--- src/rtl/somador_dr_pkg.sv ---
// Shared types for the dual-rail adder: handshake states, rail codewords
// and the single-bit dual-rail encoder.
package somador_dr_pkg;

  typedef enum logic {
    S_NULL = 1'b0,
    S_DATA = 1'b1
  } state_e;

  // Rail pair codewords, written as {t, f}.
  localparam logic [1:0] DR_NULL = 2'b00;
  localparam logic [1:0] DR_0    = 2'b01;
  localparam logic [1:0] DR_1    = 2'b10;
  localparam logic [1:0] DR_ILL  = 2'b11;

  function automatic logic [1:0] dr_encode(input logic b);
    return b ? DR_1 : DR_0;
  endfunction

endpackage

--- src/rtl/dr_completion.sv ---
// Completion detector over W dual-rail pairs: reports whether every pair
// carries DATA, every pair is NULL, or any pair holds the illegal codeword.
module dr_completion
  import somador_dr_pkg::*;
#(
  parameter int W = 9
) (
  input  logic [W-1:0] rail_t,
  input  logic [W-1:0] rail_f,
  output logic         all_data,
  output logic         all_null,
  output logic         any_illegal
);

  // NOTE: every variable written in always_comb gets a default before the
  // loop, so no path leaves it unassigned and no latch is inferred.
  always_comb begin
    all_data    = 1'b1;
    all_null    = 1'b1;
    any_illegal = 1'b0;
    for (int i = 0; i < W; i++) begin
      all_data    &= ({rail_t[i], rail_f[i]} == DR_0) ||
                     ({rail_t[i], rail_f[i]} == DR_1);
      all_null    &= ({rail_t[i], rail_f[i]} == DR_NULL);
      any_illegal |= ({rail_t[i], rail_f[i]} == DR_ILL);
    end
  end

endmodule

--- src/rtl/somador_dr_sync.sv ---
// N-bit dual-rail ripple adder with a registered result and a two-state
// NULL/DATA handshake toward producer (ko) and consumer (ki).
module somador_dr_sync
  import somador_dr_pkg::*;
#(
  parameter int N = 4
) (
  input  logic         clk,
  input  logic         rst,
  input  logic [N-1:0] A_t,
  input  logic [N-1:0] A_f,
  input  logic [N-1:0] B_t,
  input  logic [N-1:0] B_f,
  input  logic         Cin_t,
  input  logic         Cin_f,
  input  logic         ki,
  output logic [N-1:0] Soma_t,
  output logic [N-1:0] Soma_f,
  output logic         Cout_t,
  output logic         Cout_f,
  output logic         ko,
  output logic         err
);

  localparam int W = 2 * N + 1;

  logic [W-1:0] rail_t;
  logic [W-1:0] rail_f;
  logic         all_data;
  logic         all_null;
  logic         any_illegal;

  assign rail_t = {Cin_t, B_t, A_t};
  assign rail_f = {Cin_f, B_f, A_f};

  dr_completion #(.W(W)) u_completion (
    .rail_t      (rail_t),
    .rail_f      (rail_f),
    .all_data    (all_data),
    .all_null    (all_null),
    .any_illegal (any_illegal)
  );

  // Once the set is complete DATA the true rails are the binary operands.
  logic [N:0] sum_raw;
  logic [N:0] enc_t;
  logic [N:0] enc_f;

  assign sum_raw = {1'b0, A_t} + {1'b0, B_t} + {{N{1'b0}}, Cin_t};

  always_comb begin
    enc_t = '0;
    enc_f = '0;
    for (int i = 0; i <= N; i++) begin
      {enc_t[i], enc_f[i]} = dr_encode(sum_raw[i]);
    end
  end

  state_e       state_q, state_d;
  logic [N-1:0] soma_t_q, soma_t_d;
  logic [N-1:0] soma_f_q, soma_f_d;
  logic         cout_t_q, cout_t_d;
  logic         cout_f_q, cout_f_d;
  logic         ko_q, ko_d;
  logic         err_q, err_d;

  always_comb begin
    state_d  = state_q;
    soma_t_d = soma_t_q;
    soma_f_d = soma_f_q;
    cout_t_d = cout_t_q;
    cout_f_d = cout_f_q;
    ko_d     = ko_q;
    err_d    = any_illegal;
    unique case (state_q)
      S_NULL: begin
        if (all_data && ki && !any_illegal) begin
          state_d  = S_DATA;
          soma_t_d = enc_t[N-1:0];
          soma_f_d = enc_f[N-1:0];
          cout_t_d = enc_t[N];
          cout_f_d = enc_f[N];
          ko_d     = 1'b0;
        end
      end
      S_DATA: begin
        // A fresh DATA wavefront here is ignored: only NULL with ki low ends the phase.
        if (all_null && !ki) begin
          state_d  = S_NULL;
          soma_t_d = '0;
          soma_f_d = '0;
          cout_t_d = 1'b0;
          cout_f_d = 1'b0;
          ko_d     = 1'b1;
        end
      end
      default: state_d = S_NULL;
    endcase
  end

  // NOTE: sequential state uses non-blocking assignments so every register
  // samples the pre-edge values, independent of statement order.
  always_ff @(posedge clk) begin
    if (rst) begin
      state_q  <= S_NULL;
      soma_t_q <= '0;
      soma_f_q <= '0;
      cout_t_q <= 1'b0;
      cout_f_q <= 1'b0;
      ko_q     <= 1'b1;
      err_q    <= 1'b0;
    end else begin
      state_q  <= state_d;
      soma_t_q <= soma_t_d;
      soma_f_q <= soma_f_d;
      cout_t_q <= cout_t_d;
      cout_f_q <= cout_f_d;
      ko_q     <= ko_d;
      err_q    <= err_d;
    end
  end

  assign Soma_t = soma_t_q;
  assign Soma_f = soma_f_q;
  assign Cout_t = cout_t_q;
  assign Cout_f = cout_f_q;
  assign ko     = ko_q;
  assign err    = err_q;

endmodule

--- config.mk ---
export PLATFORM = sky130hd
export DESIGN_NAME = somador_dr_sync
export DESIGN_NICKNAME = d
export VERILOG_FILES = /design/src/rtl/somador_dr_pkg.sv /design/src/rtl/dr_completion.sv /design/src/rtl/somador_dr_sync.sv
export SDC_FILE = /design/constraint.sdc
export NUM_CORES = 1
export LEC_CHECK = 0
export CAP_MARGIN = 25
export CORE_MARGIN = 5
export CORE_UTILIZATION = 55
export CTS_BUF_LIST = sky130_fd_sc_hd__clkbuf_4 sky130_fd_sc_hd__clkbuf_8
export CTS_CLUSTER_SIZE = 28
export DETAILED_ROUTE_END_ITERATION = 16
export DONT_BUFFER_PORTS = 1
export PLACE_DENSITY_LB_ADDON = 0.3
export SYNTH_ARGS = -nofsm -noshare
export SYNTH_HDL_FRONTEND = slang
export SYNTH_SLANG_ARGS = --single-unit
--- constraint.sdc ---
create_clock -name clk -period 2.15 [get_ports clk]
set_clock_uncertainty 0.2 [all_clocks]
set_input_delay 0.43 -clock clk [delete_from_list [all_inputs] [get_ports clk]]
set_output_delay 0.43 -clock clk [all_outputs]
set_load 0.005 [all_outputs]
==> out/metrics.yaml <==
route:
  vias: 859
  via_per_inst: 5.578
  dr.pass1.iters: 4
  drt_iter0_drc: 7
  ant_nets: 0
  wl_um: 2254
  remaining_drc_errors: 0
  post_drt_wl_per_cell_um: 14.64
setup_path:
  path_buf_inv: 1
  crit_arrival_ps: 1970
  cp_slowest_cell: "or4_1"
  critPathTopFamily: "adder cells"
  endpoint_kind: "flop"
  required_ps: 2170
  startpoint_type: "input pin"
  crit_chain: "fa_1, inv_1, fa_1, nor2b_1, o21a_1, or4_1, a21oi_1"
  crit_type: "input pin to flop"
  max_stage_delay_ps: 460
  crit_fanout: 3
  cp_common_cell: "fa_1"
die:
  die_h_um: 52.90
  die_area_sq_um: 2798
  ioPinCount: 33
  die_x_um: 52.90
  rows: 15
  initial_core_util_pct: 57.99
  core_area_sq_um: 1745
grt:
  antenna_found_initial: 0
  grt_pass1_wl_um: 3850
  grt_pass1_vias: 952
  grt_max_degree: 14
  grt.total_usage_pct: 18.79
  overflow: 0
clocking:
  cts-root-buf: "clkbuf_4"
  cts_sinks: 13
  cts_tree: "built"
  cts_buffers: 3
  clk_pin_slew_ps: 70
  clock_path_buffers: 2
  htree_levels: 1
  clock_latency_ps: 280
yosys:
  async_flop_share_pct: 0
  synth_cell_types: 25
  seq_area_frac_synth_pct: 25.71
  synth_top_area_share_pct: 25.96
  synth_common_cells: "21 x ha_1, 20 x inv_1, 13 x dfxtp_1"
  synth-main-ff-cell: "dfxtp_1"
  synth_nets: 163
  yosysWarnings: 0
  syn-cell-area_sq_um: 1012
  synth_seq_cells: 13
  syn_inst: 119
  post-synth-top-count-cell: "ha_1"
  yosys.area.top_type: "ha_1"
  synth_edf_count: 0
  synth.area.top_cells: "ha_1 26%, dfxtp_1 26%, o211ai_1 8.2%, inv_1 7.4%, a21oi_1 5.4%"
  syn_area_per_cell_sq_um: 8.506
sta:
  fin_ws_ps: 203.4
  period_needed_ps: 1947
  setup_violations: 0
  slew_headroom_pct: 74.58
  rsz0062_at_grt: "false"
  fmax_ghz: 0.5137
  period_share_pct: 90.54
  whs_ps: 4.044
  slew_violations: 0
  tightest_slew_ps: 377.8
  finalHoldViolations: 0
cells_and_area:
  postLayoutCoreUtil_pct: 69.89
  fillers: 131
  ff_latch_area_sq_um: 260.3
  final_nets: 174
  multi_input_area_sq_um: 703.2
  drive_above_1_share_pct: 20.93
  area_growth_pct: 20.52
  num_antenna_cells: 0
power_and_ir_drop:
  p_seq_share_pct: 47.2
  clkPwrFrac_pct: 32.1
  power.total_w: 0.0005133
  swShare_pct: 25.98
  p_comb_share_pct: 20.7
  vdd_drop_max_mv: 0.2253
  p_leak_nw: 0.5285
  power.internal_w: 0.0003799
  p_per_area_nw_per_um2: 420.7
  p_switching_w: 0.0001333
placement:
  io_buffers: 0
  post-place-ws_ps: -90.42
  post-dp-hpwl_um: 1945
  globalplace.congestion: 0.8334
status:
  status: "completed"
hold_path:
  hold_path_class: "input pin to flop"
flow_run:
  drv_cap: 0
logic make-up (layout without fill, tap and decap cells):
logic type / count (synthesis) / count (layout) / share of synthesized area, %
flops: 13 / 13 / 25.71
buf+inv: 26 / 36 / 9.765
compound gates: 27 / 27 / 16.94
simple gates: 29 / 29 / 16.81
fa+ha+maj: 23 / 23 / 29.91
xor+xnor: 1 / 1 / 0.8654
path summary, 6_finish.rpt:
check | slack (ps) | depth (start not counted) | start | to
min reg2reg | 320 | 2 | Soma_f[0]$_SDFFE_PP0P_ | Soma_f[0]$_SDFFE_PP0P_
min | 4 | 1 | rst | Soma_f[0]$_SDFFE_PP0P_
max | 200 | 7 | A_t[0] | Cout_f$_SDFFE_PP0P_
max reg2reg | 390 | 3 | state_q$_SDFF_PP0_ | Cout_f$_SDFFE_PP0P_
per-stage QoR:
| stage | setup TNS [ps] | cells | cell area, sq um |
|---|---|---|---|
| 6_report | 0 | 154 | 1220 |
| 5_1_grt | 0 | 154 | 1220 |
| 4_1_cts | 0 | 153 | 1210 |
| 3_5_place_dp | -510.4 | 149 | 1180 |
| 3_3_place_gp | -172.2 | 149 | 1180 |
| 2_1_floorplan | -105.5 | 119 | 1094 |
repair_timing:
action                    in CTS  in global routing
hold endpoints to repair       0                  5
gates resized for setup        0                  0
setup buffers                  0                  0
hold buffers                   0                  1
placed cells by master (no fill, tap or decap), types with 2 or more instances in the layout:
cell type and instances:
inv_6 2, nor4_1 2, dfxtp_1 13, or4_1 2, inv_4 4, inv_1 12, fa_1 2, and3_1 2
nor2_1 2, o211ai_1 11, o21ai_0 2, nor3_1 3, clkbuf_4 4, a21oi_1 11, nand3_1 5, ha_1 17
ha_4 4, buf_4 11, nand4_1 4, or3_1 5
layer usage:
| layer | vias up | track usage [%] | part of all wire, % | routed length (um) |
|---|---|---|---|---|
| met5 | - | 0 | 0 | 0 |
| li1 | 439 | - | - | - |
| met1 | 383 | 18.40 | 37 | 836 |
| met3 | 7 | 6.479 | 9.2 | 208 |
| met4 | 0 | 13.62 | 2.9 | 65 |
| met2 | 30 | 32.44 | 51 | 1143 |
power groups by stage:
stage / registers, W / logic, W / clock network, W
3_5_place_dp: 0.000248 / 0.000104 / 0
4_1_cts: 0.000243 / 0.000104 / 0.000166
2_1_floorplan: 0.000248 / 0.0000730 / 0
5_1_grt: 0.000243 / 0.000122 / 0.000178
6_report: 0.000243 / 0.000106 / 0.000165
3_3_place_gp: 0.000248 / 0.000101 / 0
state kept, by name, summed over array words and instances, names as in the netlist:
register and flops:
Cout_t 1, ko 1, Soma_t 4, Cout_f 1
err 1, Soma_f 4, state_q 1
final cells by class:
class	count	share of cell area, %
multi-input combinational	80	57.64
timing repair buffer	12	7.590
tap	25	2.564
sequential	13	21.33
inverter	20	8.410
clock buffer	4	2.462
(Power assumes the default switching activity.)
